**src/rtl/imem_arb_pkg.sv**
```systemverilog
// Shared constants and FSM state type for the instruction-memory port arbiter.
package imem_arb_pkg;

    localparam int unsigned ADDR_W   = 10;
    localparam int unsigned DATA_W   = 32;
    localparam int unsigned BE_W     = DATA_W / 8;
    localparam int unsigned MAX_WAIT = 8;

    typedef enum logic [1:0] {
        RUN   = 2'd0,
        DRAIN = 2'd1,
        LOAD  = 2'd2
    } arb_state_e;

endpackage

```
**src/rtl/imem_arb_wait_ctr.sv**
```systemverilog
// Saturating loader starvation counter; at_limit_o is high once MAX_WAIT-1
// un-granted loader cycles have accumulated.
module imem_arb_wait_ctr #(
    parameter int unsigned MAX_WAIT = imem_arb_pkg::MAX_WAIT,
    localparam int unsigned CNT_W   = (MAX_WAIT > 1) ? $clog2(MAX_WAIT) : 1
) (
    input  logic clk,
    input  logic reset,
    input  logic inc_i,
    input  logic clr_i,
    output logic at_limit_o
);

    localparam logic [CNT_W-1:0] LIMIT = CNT_W'(MAX_WAIT - 1);

    logic [CNT_W-1:0] count_q, count_d;
    logic             at_limit_q;

    always_comb begin
        count_d = count_q;
        if (clr_i) begin
            count_d = '0;
        end else if (inc_i && (count_q != LIMIT)) begin
            count_d = count_q + CNT_W'(1);
        end
    end

    always_ff @(posedge clk or posedge reset) begin
        if (reset) begin
            count_q    <= '0;
            at_limit_q <= 1'b0;
        end else begin
            count_q    <= count_d;
            at_limit_q <= (count_d == LIMIT);
        end
    end

    assign at_limit_o = at_limit_q;

endmodule

```
**src/rtl/imem_port_arbiter.sv**
```systemverilog
// Arbitrates the single-port instruction memory between CPU fetch and the
// loader/debug port. Optional loader fairness: define IMEM_ARB_FAIRNESS_EN.
module imem_port_arbiter
    import imem_arb_pkg::*;
(
    input  logic              clk,
    input  logic              reset,
    input  logic              freeze,
    input  logic              load_mode,
    output logic              load_active,
    input  logic              f_req,
    input  logic [ADDR_W-1:0] f_addr,
    output logic              f_gnt,
    output logic              f_rvalid,
    output logic [DATA_W-1:0] f_rdata,
    input  logic              d_req,
    input  logic              d_we,
    input  logic [ADDR_W-1:0] d_addr,
    input  logic [BE_W-1:0]   d_be,
    input  logic [DATA_W-1:0] d_wdata,
    output logic              d_gnt,
    output logic              d_rvalid,
    output logic [DATA_W-1:0] d_rdata,
    output logic [ADDR_W-1:0] mem_address,
    output logic [BE_W-1:0]   mem_byteenable,
    output logic              mem_chipselect,
    output logic              mem_write,
    output logic [DATA_W-1:0] mem_writedata,
    output logic              mem_debugaccess,
    output logic              mem_clken,
    input  logic [DATA_W-1:0] mem_readdata
);

    arb_state_e state_q, state_d;
    logic       f_rvalid_q, d_rvalid_q, load_active_q;
    logic       loader_turn;

`ifdef IMEM_ARB_FAIRNESS_EN
    imem_arb_wait_ctr #(.MAX_WAIT(MAX_WAIT)) u_wait_ctr (
        .clk        (clk),
        .reset      (reset),
        .inc_i      ((state_q == RUN) && d_req && !d_gnt),
        .clr_i      (d_gnt),
        .at_limit_o (loader_turn)
    );
`else
    assign loader_turn = 1'b0;
`endif

    always_ff @(posedge clk or posedge reset) begin
        if (reset) begin
            state_q       <= RUN;
            f_rvalid_q    <= 1'b0;
            d_rvalid_q    <= 1'b0;
            load_active_q <= 1'b0;
        end else begin
            state_q       <= state_d;
            f_rvalid_q    <= f_gnt;
            d_rvalid_q    <= d_gnt && !d_we;
            load_active_q <= (state_d == LOAD);
        end
    end

    // DRAIN lasts one cycle so a read granted in RUN returns before LOAD
    always_comb begin
        state_d = state_q;
        case (state_q)
            RUN:     if (load_mode)  state_d = DRAIN;
            DRAIN:   state_d = load_mode ? LOAD : RUN;
            LOAD:    if (!load_mode) state_d = RUN;
            default: state_d = RUN;
        endcase
    end

    always_comb begin
        f_gnt           = 1'b0;
        d_gnt           = 1'b0;
        mem_address     = '0;
        mem_byteenable  = '0;
        mem_chipselect  = 1'b0;
        mem_write       = 1'b0;
        mem_writedata   = '0;
        mem_debugaccess = 1'b0;
        if (!freeze) begin
            case (state_q)
                RUN: begin
                    if (loader_turn && d_req) begin
                        d_gnt = 1'b1;
                    end else begin
                        f_gnt = f_req;
                        d_gnt = d_req && !f_req;
                    end
                end
                LOAD:    d_gnt = d_req;
                default: ;
            endcase
        end
        if (f_gnt) begin
            mem_chipselect = 1'b1;
            mem_address    = f_addr;
            mem_byteenable = '1;
        end else if (d_gnt) begin
            mem_chipselect  = 1'b1;
            mem_address     = d_addr;
            mem_write       = d_we;
            mem_debugaccess = d_we;
            mem_byteenable  = d_we ? d_be : '1;
            mem_writedata   = d_wdata;
        end
    end

    assign mem_clken   = 1'b1;
    assign load_active = load_active_q;
    assign f_rvalid    = f_rvalid_q;
    assign d_rvalid    = d_rvalid_q;
    assign f_rdata     = f_rvalid_q ? mem_readdata : '0;
    assign d_rdata     = d_rvalid_q ? mem_readdata : '0;

endmodule

```
**config.mk**
```make
export PLATFORM = sky130hd
export DESIGN_NAME = imem_port_arbiter
export DESIGN_NICKNAME = d
export VERILOG_FILES = /design/src/rtl/imem_arb_pkg.sv /design/src/rtl/imem_arb_wait_ctr.sv /design/src/rtl/imem_port_arbiter.sv
export SDC_FILE = /design/constraint.sdc
export NUM_CORES = 1
export LEC_CHECK = 0
export ABC_AREA = 0
export CAP_MARGIN = 25
export CORE_AREA = 2 2 83 85
export CTS_CLUSTER_DIAMETER = 80
export DETAILED_ROUTE_END_ITERATION = 10
export DIE_AREA = 0 0 85 87
export HOLD_SLACK_MARGIN = 0.15
export PLACE_DENSITY = 0.69
export RECOVER_POWER = 25
export SYNTH_ARGS = -nofsm -noshare
export SYNTH_HDL_FRONTEND = slang
export SYNTH_SLANG_ARGS = --single-unit
```
**constraint.sdc**
```tcl
create_clock -name clk -period 3.7 [get_ports clk]
set_input_delay 0.37 -clock clk [delete_from_list [all_inputs] [get_ports clk]]
set_output_delay 0.37 -clock clk [all_outputs]
set_load 0.005 [all_outputs]
```
Yosys cells after proc, flatten, opt, wreduce, memory -nomap -nowiden
Cells that the tools add are included.
{"block": "op_classes", "eq_ne": 3, "mux": 21, "n_reduce_logical": 5}
{"op": "32-bit two-way mux", "n": 4}
{"op": "10-bit two-way mux", "n": 2}
{"op": "4-bit two-way mux", "n": 3}
{"op": "1-bit two-way mux", "n": 7}
{"op": "2-bit two-way mux", "n": 3}
{"op": "2-bit one-hot mux with 3 select lines", "n": 1}
{"op": "2-bit equality test (second input constant)", "n": 2}
{"op": "2-bit by 1-bit equality test with 1-bit output (second input constant)", "n": 1}
{"op": "1-bit logical AND", "n": 2}
{"op": "1-bit zero test", "n": 2}
{"op": "2-bit zero test", "n": 1}
{"op": "1-bit one-hot mux with 2 select lines", "n": 1}
{"block": "totals", "word_cells": 33, "register_bits": 5, "input_bits": 95}

Depth between registers and ports, before layout
Gate-level depths: netlist of the first run.
{"block": "logic_depth", "ltp_word": 6, "ltp_mapped": 5, "mapped_depth_nobuf": 3}

Worst setup path after synthesis of the first run
Ideal clock, no wire load.
{"block": "synth_timing", "kind": "in2out", "from": "input freeze", "to": "output mem_write", "t_arrival_ps": 1332, "slack_ps": 1998, "stages": 5, "path_buffers": 2, "cell_sequence": "or2_1 > buf_6 > nor3b_4 > and2_1 > buf_4"}
{"block": "synth_between", "elab_chain_len": 3, "elab_cells_between_ends": 4, "cone_classes": "4 x mux"}
{"item": "start, declared", "line_no": "imem_port_arbiter.sv:8", "text": "input logic freeze,"}
{"item": "1-bit two-way mux", "line_no": "imem_port_arbiter.sv:84", "text": "if (!freeze) begin"}
{"item": "1-bit two-way mux"}
{"item": "1-bit two-way mux (*)"}
{"item": "end, declared", "line_no": "imem_port_arbiter.sv:27", "text": "output logic mem_write,"}
Every way passes the cells marked *; elsewhere a longest branch is shown, timed or not.

Final worst setup path of the first run
{"block": "layout_timing", "from": "input freeze", "to": "output mem_writedata[26]"}
{"block": "layout_between", "elab_chain_len": 3, "elab_cells_between_ends": 4, "cone_classes": "4 x mux"}
{"item": "1-bit two-way mux", "line_no": "imem_port_arbiter.sv:84"}
{"item": "32-bit two-way mux", "line_no": "imem_port_arbiter.sv:102", "text": "end else if (d_gnt) begin"}
{"item": "32-bit two-way mux (*)", "line_no": "imem_port_arbiter.sv:98", "text": "if (f_gnt) begin"}
{"item": "end, declared", "line_no": "imem_port_arbiter.sv:28", "text": "output logic [DATA_W-1:0] mem_writedata,"}
Marked as above.

==> results of run 1 <==
-- cell type report --
cell class,count,share of cell area
Clock buffer,4,0.0137
Inverter,2,0.00228
Multi-Input combinational cell,148,0.262
Sequential cell,5,0.0380
Tap cell,80,0.0304
Timing Repair Buffer,216,0.654
-- state kept, by name, indices dropped and copies added, names as in the netlist --
signal       flops
d_rvalid         1
load_active      1
state_q          2
f_rvalid         1
-- cell usage in the layout, fill, tap and decap left out, drive strengths merged --
master	n
clkdlybuf4s50	191
and2	100
dlygate4sd3	21
a21oi	14
nand2	10
nand3	10
dfrtp	5
o21ai	4
buf	4
clkbuf	4
nor2	3
nor3b	2
inv	2
or2	1
nand2b	1
nor2b	1
xor2	1
conb	1
-- through the flow --
step / power, mW / utilization / cells
after CTS: 0.521 / 0.503 / 455
after floorplan: 0.177 / - / 171
after detailed placement: 0.418 / 0.496 / 451
after global placement: 0.415 / 0.496 / 451
final: 0.504 / 0.501 / 455
after global routing: 0.545 / 0.501 / 455
-- kinds of logic after synthesis --
kind of cell	count (synthesis)
buffers and inverters	18
other	1
and+or+nand+nor	128
DFF	5
AOI/OAI and AO/OA	18
xor gates and xnor gates	1
-- critical path, stage by stage --
cell and delay (ps):
clkdlybuf4s50_1 390, or2_1 230, buf_4 200, nor3b_1 320
buf_4 320, and2_1 150, clkdlybuf4s50_1 530
-- power by group --
| group | switching (mW) | internal [mW] |
|---|---|---|
| Clock | 0.0251 | 0.0738 |
| Sequential | 0.0156 | 0.0626 |
| Combinational | 0.101 | 0.226 |
-- worst max path at each step --
| stage | start | cells after the start | to | slack (ps) |
|---|---|---|---|---|
| after floorplan | freeze | 5 | mem_write | 2000 |
| after global placement | freeze | 7 | mem_writedata[19] | 990 |
| after detailed placement | freeze | 7 | mem_writedata[26] | 960 |
| after CTS | freeze | 7 | mem_writedata[19] | 950 |
| after global routing | freeze | 7 | mem_writedata[28] | 680 |
| final | freeze | 7 | mem_writedata[26] | 810 |
-- routing by layer --
layer	wire length, um	vias up	global-route usage
met4	31	0	0.0289
li1	-	933	-
met5	0	-	0
met2	3130	120	0.274
met3	742	4	0.0597
met1	2010	789	0.141
==> metrics.md, run 1 <==
| Metric | Value |
|---|---|
| Mapped Area | `roughly 1100 um2` |
| Critical path class | `in -> out` |
| Die X | `around 85 um` |
| I/O Buffers | `212` |
| Max cap viols | `0` |
| Synthesized area per cell | `~6.4 um2` |
| Fmax | `346 MHz` |
| Largest net degree at the start of global routing | `34` |
| DP Worst Slack | `roughly 960 ps` |
| Post_cts resized | `0` |
| Vias in the first global route | `1798` |
| Ranking of synthesized cells by area | `and2_1 57%, dfrtp_1 11%, a21oi_1 6.4%, nand3_1 4.5%, buf_6 4.1%` |
| Hold path startpoint | `state_q[0]$_DFF_PP0_` |
| Crit. End Element | `primary output` |
| Clock Tree Buf Depth | `2` |
| Max Slew Vio Count | `0` |
| GRT overflow | `0` |
| Worst slew margin | `0.473` |
| Hold EP | `state_q[0]$_DFF_PP0_` |
| Seq/Total Area, Yosys | `0.114` |
| Power per cell area | `153 nW/um2` |
| Area leader, netlist | `and2_1` |
| Synth Warn # | `0` |
| R2R cell count | `4` |
| TritonCTS Sinks | `5` |
| Total Die Area | `7400 um2` |
| Total number of vias | `between 1500 and 2000` |
| First-pass GRT wire length | `approximately 8600 um` |
| 1st-pass router iterations | `3` |
| Routed Antenna Nets | `0` |
| WL/cell | `13.0 um` |
| Placement row count | `30` |
| Proportion of synthesized area in mux cells | `0` |
| Dpl cell area | `3260 um2` |
| Fin crit share | `0.780` |
| Top cells by count, synth | `100 x and2_1, 14 x a21oi_1, 10 x clkbuf_1, 10 x nand2_1, 10 x nand3_1` |
| Worst r2r src | `state_q[0]$_DFF_PP0_` |
| Area grow syn2layout | `199%` |
| RSZ-0062 raised after global routing | `no` |
| Minimum clock period | `just under 3000 ps` |
| Fraction of layout cells with a size suffix above 1 | `0.0187` |
| P_leak | `between 1 and 1.5 nW` |
| Hold_buf cts | `0` |
| CTS tree | `yes` |
| Register area | `125 um2` |
| Overall Global Routing Usage | `0.142` |
| Setup bufs post-CTS | `0` |
| Clk root buf | `clkbuf_8` |
| Post-route setup slack | `around 810 ps` |
| Simple-gate share of the synthesized area | `0.698` |
| Multi-input combinational cell area | `861 um2` |
| HPWL after DPL | `approximately 5100 um` |
| CP max FO | `33` |
| H-tree levels | `1` |
| Critical path startpoint category | `input port` |
| Total routed wirelength | `a little under 6000 um` |
| Setup violations, final | `0` |
| Routed vias/inst | `around 4.1` |
| Antenna violations before repair | `0` |
| Worst Hold Depth | `1` |
| Post-synthesis compound-gate area fraction | `0.0817` |
| Reg2reg end | `d_rvalid$_DFF_PP0_` |
| R2R Setup Slk | `roughly 2300 ps` |
| Cts bufs inserted | `3` |
| Fin nets | `around 470` |
| Clk_lat worst skew | `between 200 and 250 ps` |
| Post-Synth XOR/XNOR Area | `0.00795` |
| I/O Pins | `around 210` |
| DRC Markers | `0` |
| Die Height | `approximately 87 um` |
| RePlAce Congestion | `0.738` |
| Clock skew | `1.38 ps` |
| Post-route cell area | `3290 um2` |
| Flops & latches, synth | `5` |
| Arr. time, crit path | `around 2500 ps` |
| Hold_ws | `approximately 480 ps` |
| Placeable Area | `~6600 um2` |
| Syn Inst Count | `171` |
| Status | `completed` |
| Top FF cell, synth | `dfrtp_1` |
| Tightest Pin Transition | `790 ps` |
| Yosys cell types | `18` |
| TNS Setup | `0 ps` |
| Syn_nets | `about 270` |
| Most frequent cell after synthesis | `and2_1` |
| N_diodes | `0` |
| Reg clk slew, reported paths | `40 ps` |
| Filler Cell Count | `653` |
| Number of synthesized flops with an enable pin | `0` |
| Post-Synth Adder-Cell Area | `0` |
| Critical path data required time | `around 3300 ps` |
| Starting density of the core | `0.168` |
| Peak VDD IR | `93.5 uV` |
| Largest family of logic cells by synthesized area | `simple AND/OR/NAND/NOR gates` |
| Initial detailed-routing violation count | `26` |
| Synth top area share | `0.568` |
| Hold Path Class | `reg -> reg` |
| Async S/R FF share, synth | `1.00` |
| Final hold violations | `0` |
Power figures use the tool's default switching activity.
==> run 2, diff against run 1 <==
--- a/config.mk
+++ b/config.mk
@@ -7,12 +7,12 @@
 export LEC_CHECK = 0
 export ABC_AREA = 0
 export CAP_MARGIN = 25
-export CORE_AREA = 2 2 83 85
+export CORE_AREA = 2 2 82 84
 export CTS_CLUSTER_DIAMETER = 80
 export DETAILED_ROUTE_END_ITERATION = 10
-export DIE_AREA = 0 0 85 87
+export DIE_AREA = 0 0 84 86
 export HOLD_SLACK_MARGIN = 0.15
-export PLACE_DENSITY = 0.69
+export PLACE_DENSITY = 0.71
 export RECOVER_POWER = 25
 export SYNTH_ARGS = -nofsm -noshare
 export SYNTH_HDL_FRONTEND = slang
==> constraint.sdc (replaced) <==
create_clock -name clk -period 2.68 [get_ports clk]
set_input_delay 0.268 -clock clk [delete_from_list [all_inputs] [get_ports clk]]
set_output_delay 0.268 -clock clk [all_outputs]
set_load 0.005 [all_outputs]
==> metrics.md, run 2 (same netlist as run 1, synthesis figures left out) <==
| Metric | Value |
|---|---|
| Status | `completed` |
| Setup bufs post-CTS | `0 (unchanged)` |
| Max Slew Vio Count | `0 (unchanged)` |
| DP Worst Slack | `367 ps (-594 ps)` |
| Minimum clock period | `about 2400 ps` |
| CP max FO | `35 (+6.1%)` |
| Sw Ratio | `0.282 (+0.000369)` |
| First-pass GRT wire length | `9140 um (+6.3%)` |
| Dpl cell area | `3280 um2 (+0.73%)` |
| Fin nets | `473 (+0.42%)` |
| Max cap viols | `0 (unchanged)` |
| Cell Int Power | `0.511 mW (+41%)` |
| HPWL after DPL | `5210 um (+2.2%)` |
| Hold_ws | `387 ps (-92.2 ps)` |
| Crit. End Element | `primary output` |
| Clock power frac | `0.196 (about the same)` |
| GRT overflow | `0 (unchanged)` |
| Area grow syn2layout | `201%` |
| Setup violations, final | `0 (unchanged)` |
| Vias in the first global route | `1748 (-2.8%)` |
| Most common cell after layout, fill and taps aside | `clkdlybuf4s50_1` |
| I/O Pins | `214 (unchanged)` |
| Placement row count | `29 (-3.3%)` |
| RePlAce Congestion | `0.783 (+6.1%)` |
| Fmax | `between 400 and 500 MHz` |
| I/O Buffers | `212 (unchanged)` |
| Worst slew margin | `0.334 (-0.139)` |
| Hold Path Class | `in -> async` |
| Hold_buf cts | `0 (unchanged)` |
| Die Height | `86 um (-1.1%)` |
| P_leak | `1.31 nW (-0.94%)` |
| RSZ-0062 raised after global routing | `no` |
| N_diodes | `0 (unchanged)` |
| 1st-pass router iterations | `4 (+1)` |
| H-tree levels | `1 (unchanged)` |
| Critical path cell sequence | `dlygate4sd3_1 -> nor2b_1 -> nor3b_4 -> buf_12 -> and2_1 -> clkdlybuf4s50_1` |
| Overall Global Routing Usage | `0.155 (+0.0130)` |
| CTS tree | `yes` |
| Reg clk slew, reported paths | `40 ps (about the same)` |
| Largest net degree at the start of global routing | `36 (+5.9%)` |
| Max reg flops | `2 (unchanged)` |
| Tightest Pin Transition | `999 ps (+209 ps)` |
| Clk_lat worst skew | `220 ps (about the same)` |
| Post_cts resized | `0 (unchanged)` |
| WP buf/inv | `3 (-1)` |
| Psw | `0.201 mW (+42%)` |
| Clock Tree Buf Depth | `2 (unchanged)` |
| Final hold violations | `0 (unchanged)` |
| Initial detailed-routing violation count | `33 (+27%)` |
| Total routed wirelength | `6000 um (+1.5%)` |
| Post-route setup slack | `302 ps (-511 ps)` |
| Routed vias/inst | `4.09 (+0.71%)` |
| Layout Cells excl Fill | `454 (-0.22%)` |
| Most frequent cells in the layout | `201 x clkdlybuf4s50_1, 97 x and2_1, 14 x a21oi_1` |
| Combinational share of power | `0.674 (+0.026)` |
| Power share of the sequential group | `0.130 (-0.025)` |
| Placeable Area | `6280 um2 (-4.4%)` |
| Total Die Area | `7220 um2 (-2.3%)` |
| Critical path data required time | `2410 ps (-920 ps)` |
| TritonCTS Sinks | `5 (unchanged)` |
| Slowest stage delay, CP | `550 ps (+20 ps)` |
| Clk root buf | `clkbuf_8` |
| Critical path depth in cells | `6 (-1)` |
| WL/cell | `13.2 um (+1.7%)` |
| Filler Cell Count | `605 (-7.4%)` |
| Critical path startpoint category | `input port` |
| Crit-path slowest cell | `dlygate4sd3_1` |
| Clock skew | `0.337 ps (-1.04 ps)` |
| Routed Antenna Nets | `0 (unchanged)` |
| Power per cell area | `214 nW/um2 (+40%)` |
| Total number of vias | `1855 (+0.49%)` |
| R2R cell count | `4 (unchanged)` |
| Top Family by Delay on Critical Path | `buffers and inverters` |
| Starting density of the core | `0.176 (+0.00779)` |
| Fin crit share | `0.887` |
| Post-placement cell count | `450 (-0.22%)` |
| Post-route core utilization | `0.529 (+0.0282)` |
| Cts bufs inserted | `3 (unchanged)` |
| Critical path class | `in -> out` |
| Post-route cell area | `3320 um2 (+0.95%)` |
| Arr. time, crit path | `2110 ps (-410 ps)` |
| PnR Total Power | `0.712 mW (+41%)` |
| Antenna violations before repair | `0 (unchanged)` |
| Die X | `84 um (-1.2%)` |
| Largest reg by FF count | `state_q` |
| DRC Markers | `0 (unchanged)` |
| TNS Setup | `0 ps (unchanged)` |
| Peak VDD IR | `196 uV (+110%)` |
| Fraction of layout cells with a size suffix above 1 | `0.0239 (+0.00521)` |
-- run 2: cell count changes in the layout (fill, tap and decap cells not counted) --
cell / change
nor3b_1: -1
and2_0: -3
dlygate4sd3_1: -10
nor3b_4: +1
and2_1: +3
clkdlybuf4s50_1: +10
buf_12: +1
clkbuf_1: +1
-- run 2: metal layers --
metal  up-vias  global-route usage  wire length, um
met5         -                   0                0
met4         0              0.0264               27
met3         2              0.0404              497
met2       109               0.297             3190
met1       802               0.174             2280
li1        942                   -                -
-- run 2: area by class of cell --
cell class              instances  area [um2]  area share
clock buffers                   4        45.0      0.0136
inverters                       2        7.51     0.00226
multi-input cells             148         872       0.263
flip-flops and latches          5         125      0.0377
well taps                      77        96.3      0.0290
repair buffers                218        2180       0.655
-- run 2: power groups by stage --
stage,Clock [mW],Combinational (mW),Sequential (mW)
after floorplan,0,0.148,0.0956
after global placement,0,0.485,0.0940
after detailed placement,0,0.488,0.0939
after CTS,0.145,0.490,0.0931
after global routing,0.155,0.520,0.0940
final,0.140,0.480,0.0929
-- run 2: final timing paths --
path	start	endpoint	slack, ps
min reg2reg	state_q[0]$_DFF_PP0_	state_q[0]$_DFF_PP0_	460
max	f_req	mem_writedata[5]	300
min	reset	state_q[1]$_DFF_PP0_	390
max in group asynchronous	reset	f_rvalid$_DFF_PP0_	2130
min in group clk	state_q[0]$_DFF_PP0_	state_q[0]$_DFF_PP0_	460
max reg2reg	state_q[0]$_DFF_PP0_	d_rvalid$_DFF_PP0_	1410
-- run 2: worst register-to-register path: cells and delay by family, from the launching register on --
family        cells  cell delay [ps]
buf+inv           1              190
flops             1              390
simple gates      3              630
==> run 3, diff against run 2 <==
--- a/config.mk
+++ b/config.mk
@@ -5,14 +5,14 @@
 export SDC_FILE = /design/constraint.sdc
 export NUM_CORES = 1
 export LEC_CHECK = 0
-export ABC_AREA = 0
+export ABC_AREA = 1
 export CAP_MARGIN = 25
 export CORE_AREA = 2 2 82 84
-export CTS_CLUSTER_DIAMETER = 80
+export CTS_CLUSTER_DIAMETER = 40
 export DETAILED_ROUTE_END_ITERATION = 10
 export DIE_AREA = 0 0 84 86
 export HOLD_SLACK_MARGIN = 0.15
-export PLACE_DENSITY = 0.71
+export PLACE_DENSITY = 0.75
 export RECOVER_POWER = 25
 export SYNTH_ARGS = -nofsm -noshare
 export SYNTH_HDL_FRONTEND = slang
==> metrics.md, run 3 <==
| Metric | Value |
|---|---|
| Largest net degree at the start of global routing | `37 (+2.8%)` |
| Top cells by count, synth | `105 x inv_1, 93 x nand2_1, 28 x nor2_2, 14 x nand4_1` |
| Fraction of layout cells with a size suffix above 1 | `0.0851 (+0.0612)` |
| Synthesized area per cell | `4.83 um2 (-25%)` |
| Setup bufs post-CTS | `0 (unchanged)` |
| PnR Total Power | `0.655 mW (-8.1%)` |
| CP max FO | `36 (+2.9%)` |
| Placeable Area | `6280 um2 (unchanged)` |
| Fin crit share | `0.858 (-0.0296)` |
| P_leak | `2.06 nW (+58%)` |
| Hold_ws | `376 ps (-10.0 ps)` |
| Total Die Area | `7220 um2 (unchanged)` |
| 1st-pass router iterations | `4 (unchanged)` |
| Clk_lat worst skew | `220 ps (about the same)` |
| Ranking of synthesized cells by area | `inv_1 30%, nand2_1 26%, nor2_2 13%, dfrtp_1 9.4%, nand4_1 6.6%` |
| Final hold violations | `0 (unchanged)` |
| I/O Buffers | `212 (unchanged)` |
| Post-route core utilization | `0.563 (+0.0337)` |
| Antenna violations before repair | `0 (unchanged)` |
| Post-route setup slack | `381 ps (+79.3 ps)` |
| HPWL after DPL | `5340 um (+2.5%)` |
| Routed vias/inst | `3.94 (-3.5%)` |
| Largest reg by FF count | `state_q` |
| Placement row count | `29 (unchanged)` |
| H-tree levels | `1 (unchanged)` |
| Status | `completed` |
| Overall Global Routing Usage | `0.165 (+0.00971)` |
| Most common cell after layout, fill and taps aside | `clkdlybuf4s50_1` |
| Max cap viols | `0 (unchanged)` |
| Top FF cell, synth | `dfrtp_1` |
| Minimum clock period | `2300 ps (-79.3 ps)` |
| Most frequent cells in the layout | `189 x clkdlybuf4s50_1, 105 x inv_1, 93 x nand2_1` |
| Starting density of the core | `0.212 (+0.0367)` |
| Reg2reg end | `d_rvalid$_DFF_PP0_` |
| Hold Path Class | `in -> async` |
| Power per cell area | `185 nW/um2 (-14%)` |
| Initial detailed-routing violation count | `63 (+91%)` |
| I/O Pins | `214 (unchanged)` |
| RSZ-0062 raised after global routing | `no` |
| Routed Antenna Nets | `0 (unchanged)` |
| Synth top area share | `0.296 (-0.272)` |
| Hold_buf cts | `0 (unchanged)` |
| Flops & latches, synth | `5 (unchanged)` |
| Async S/R FF share, synth | `1.00 (unchanged)` |
| Worst slew margin | `0.586 (+0.252)` |
| Critical path startpoint category | `input port` |
| DP Worst Slack | `355 ps (-11.8 ps)` |
| Clock Tree Buf Depth | `2 (unchanged)` |
| Clock skew | `0.125 ps (-0.212 ps)` |
| Filler Cell Count | `610 (+0.83%)` |
| First-pass GRT wire length | `9800 um (+7.3%)` |
| Clk root buf | `clkbuf_8` |
| Crit. End Element | `primary output` |
| GRT overflow | `0 (unchanged)` |
| Syn Inst Count | `276 (+61%)` |
| RePlAce Congestion | `0.776 (-1.0%)` |
| Seq/Total Area, Yosys | `0.0939 (-0.0196)` |
| Worst r2r src | `state_q[1]$_DFF_PP0_` |
| DRC Markers | `0 (unchanged)` |
| Reg clk slew, reported paths | `30 ps (about the same)` |
| Fmax | `435 MHz (+3.5%)` |
| Mapped Area | `1330 um2 (+21%)` |
| Vias in the first global route | `2206 (+26%)` |
| TritonCTS Sinks | `5 (unchanged)` |
| R2R Setup Slk | `1270 ps (-140 ps)` |
| Arr. time, crit path | `2030 ps (-80 ps)` |
| WL/cell | `10.9 um (-18%)` |
| N_diodes | `0 (unchanged)` |
| Peak VDD IR | `150 uV (-23%)` |
| Area grow syn2layout | `165%` |
| TNS Setup | `0 ps (unchanged)` |
| CP endpoint | `mem_debugaccess` |
| Most frequent cell after synthesis | `inv_1` |
| Post_cts resized | `0 (unchanged)` |
| CP startpoint | `f_req` |
| Fin nets | `578 (+22%)` |
| Total number of vias | `2204 (+19%)` |
| Setup violations, final | `0 (unchanged)` |
| Area leader, netlist | `inv_1` |
| R2R cell count | `5 (+1)` |
| Number of synthesized flops with an enable pin | `0 (unchanged)` |
| Critical path data required time | `2410 ps (about the same)` |
| Syn_nets | `371 (+39%)` |
| Max Slew Vio Count | `0 (unchanged)` |
| Die Height | `86 um (unchanged)` |
| CTS tree | `yes` |
| Cts bufs inserted | `3 (unchanged)` |
| Yosys cell types | `18 (unchanged)` |
| Die X | `84 um (unchanged)` |
| Synth Warn # | `0 (unchanged)` |
| Total routed wirelength | `6090 um (+1.6%)` |
| Critical path class | `in -> out` |
| Tightest Pin Transition | `621 ps (-378 ps)` |
| Max reg flops | `2 (unchanged)` |
==> run 3: cell count changes after synthesis, sizes merged, moves of 3 or more <==
cell and change:
nand3 -9, inv +104, and2 -100, o21ai -3, nor2 +33, a21oi -12, buf +3, nand4 +14
nand2 +84, clkbuf -4
==> run 3: cell type report <==
cell class | instances | area [um2] | area share
sequential | 5 | 125 | 0.0354
timing repair buffer | 217 | 2160 | 0.610
multi-input combinational | 150 | 712 | 0.201
tap | 77 | 96.3 | 0.0273
clock buffer | 4 | 45.0 | 0.0127
inverter | 106 | 398 | 0.113
==> run 3: worst min-delay path by stage <==
stage	startpoint	end	slack (ps)	cells past startpoint
floorplan	reset	d_rvalid$_DFF_PP0_	50	1
global placement	reset	f_rvalid$_DFF_PP0_	480	2
detailed placement	reset	f_rvalid$_DFF_PP0_	480	2
CTS	reset	f_rvalid$_DFF_PP0_	240	2
global route	reset	f_rvalid$_DFF_PP0_	390	2
finish	reset	f_rvalid$_DFF_PP0_	380	2
==> run 3: where the power goes <==
group | internal [mW] | switching, mW | total, mW
Combinational | 0.268 | 0.157 | 0.424
Sequential | 0.0825 | 0.00770 | 0.0902
Clock | 0.102 | 0.0379 | 0.140
==> run 3: cells by family after synthesis <==
family | after synthesis | synth area share
buffers and inverters | 121 | 0.372
AND/OR/NAND/NOR | 146 | 0.520
AO/OA/AOI/OAI | 3 | 0.0113
other | 1 | 0.00281
flip-flops | 5 | 0.0939
==> run 3: critical path, stage by stage <==
cell and delay, ps:
clkdlybuf4s50_1 510, nand2_4 150, nand3_4 80, buf_4 430, nor2_1 110, clkdlybuf4s50_1 470
==> run 3: layer usage <==
metal	share of wire	vias to the layer above	wire (um)	track usage
li1	-	1152	-	-
met1	0.33	908	1990	0.152
met2	0.52	135	3170	0.318
met3	0.14	9	841	0.0818
met4	0.015	0	91	0.0499
met5	0	-	0	0
==> run 3: stage by stage <==
step	instance area [um2]	cells
3_3_place_gp	3490	555
3_5_place_dp	3490	555
4_1_cts	3540	559
5_1_grt	3530	559
6_report	3530	559
2_1_floorplan	1330	276
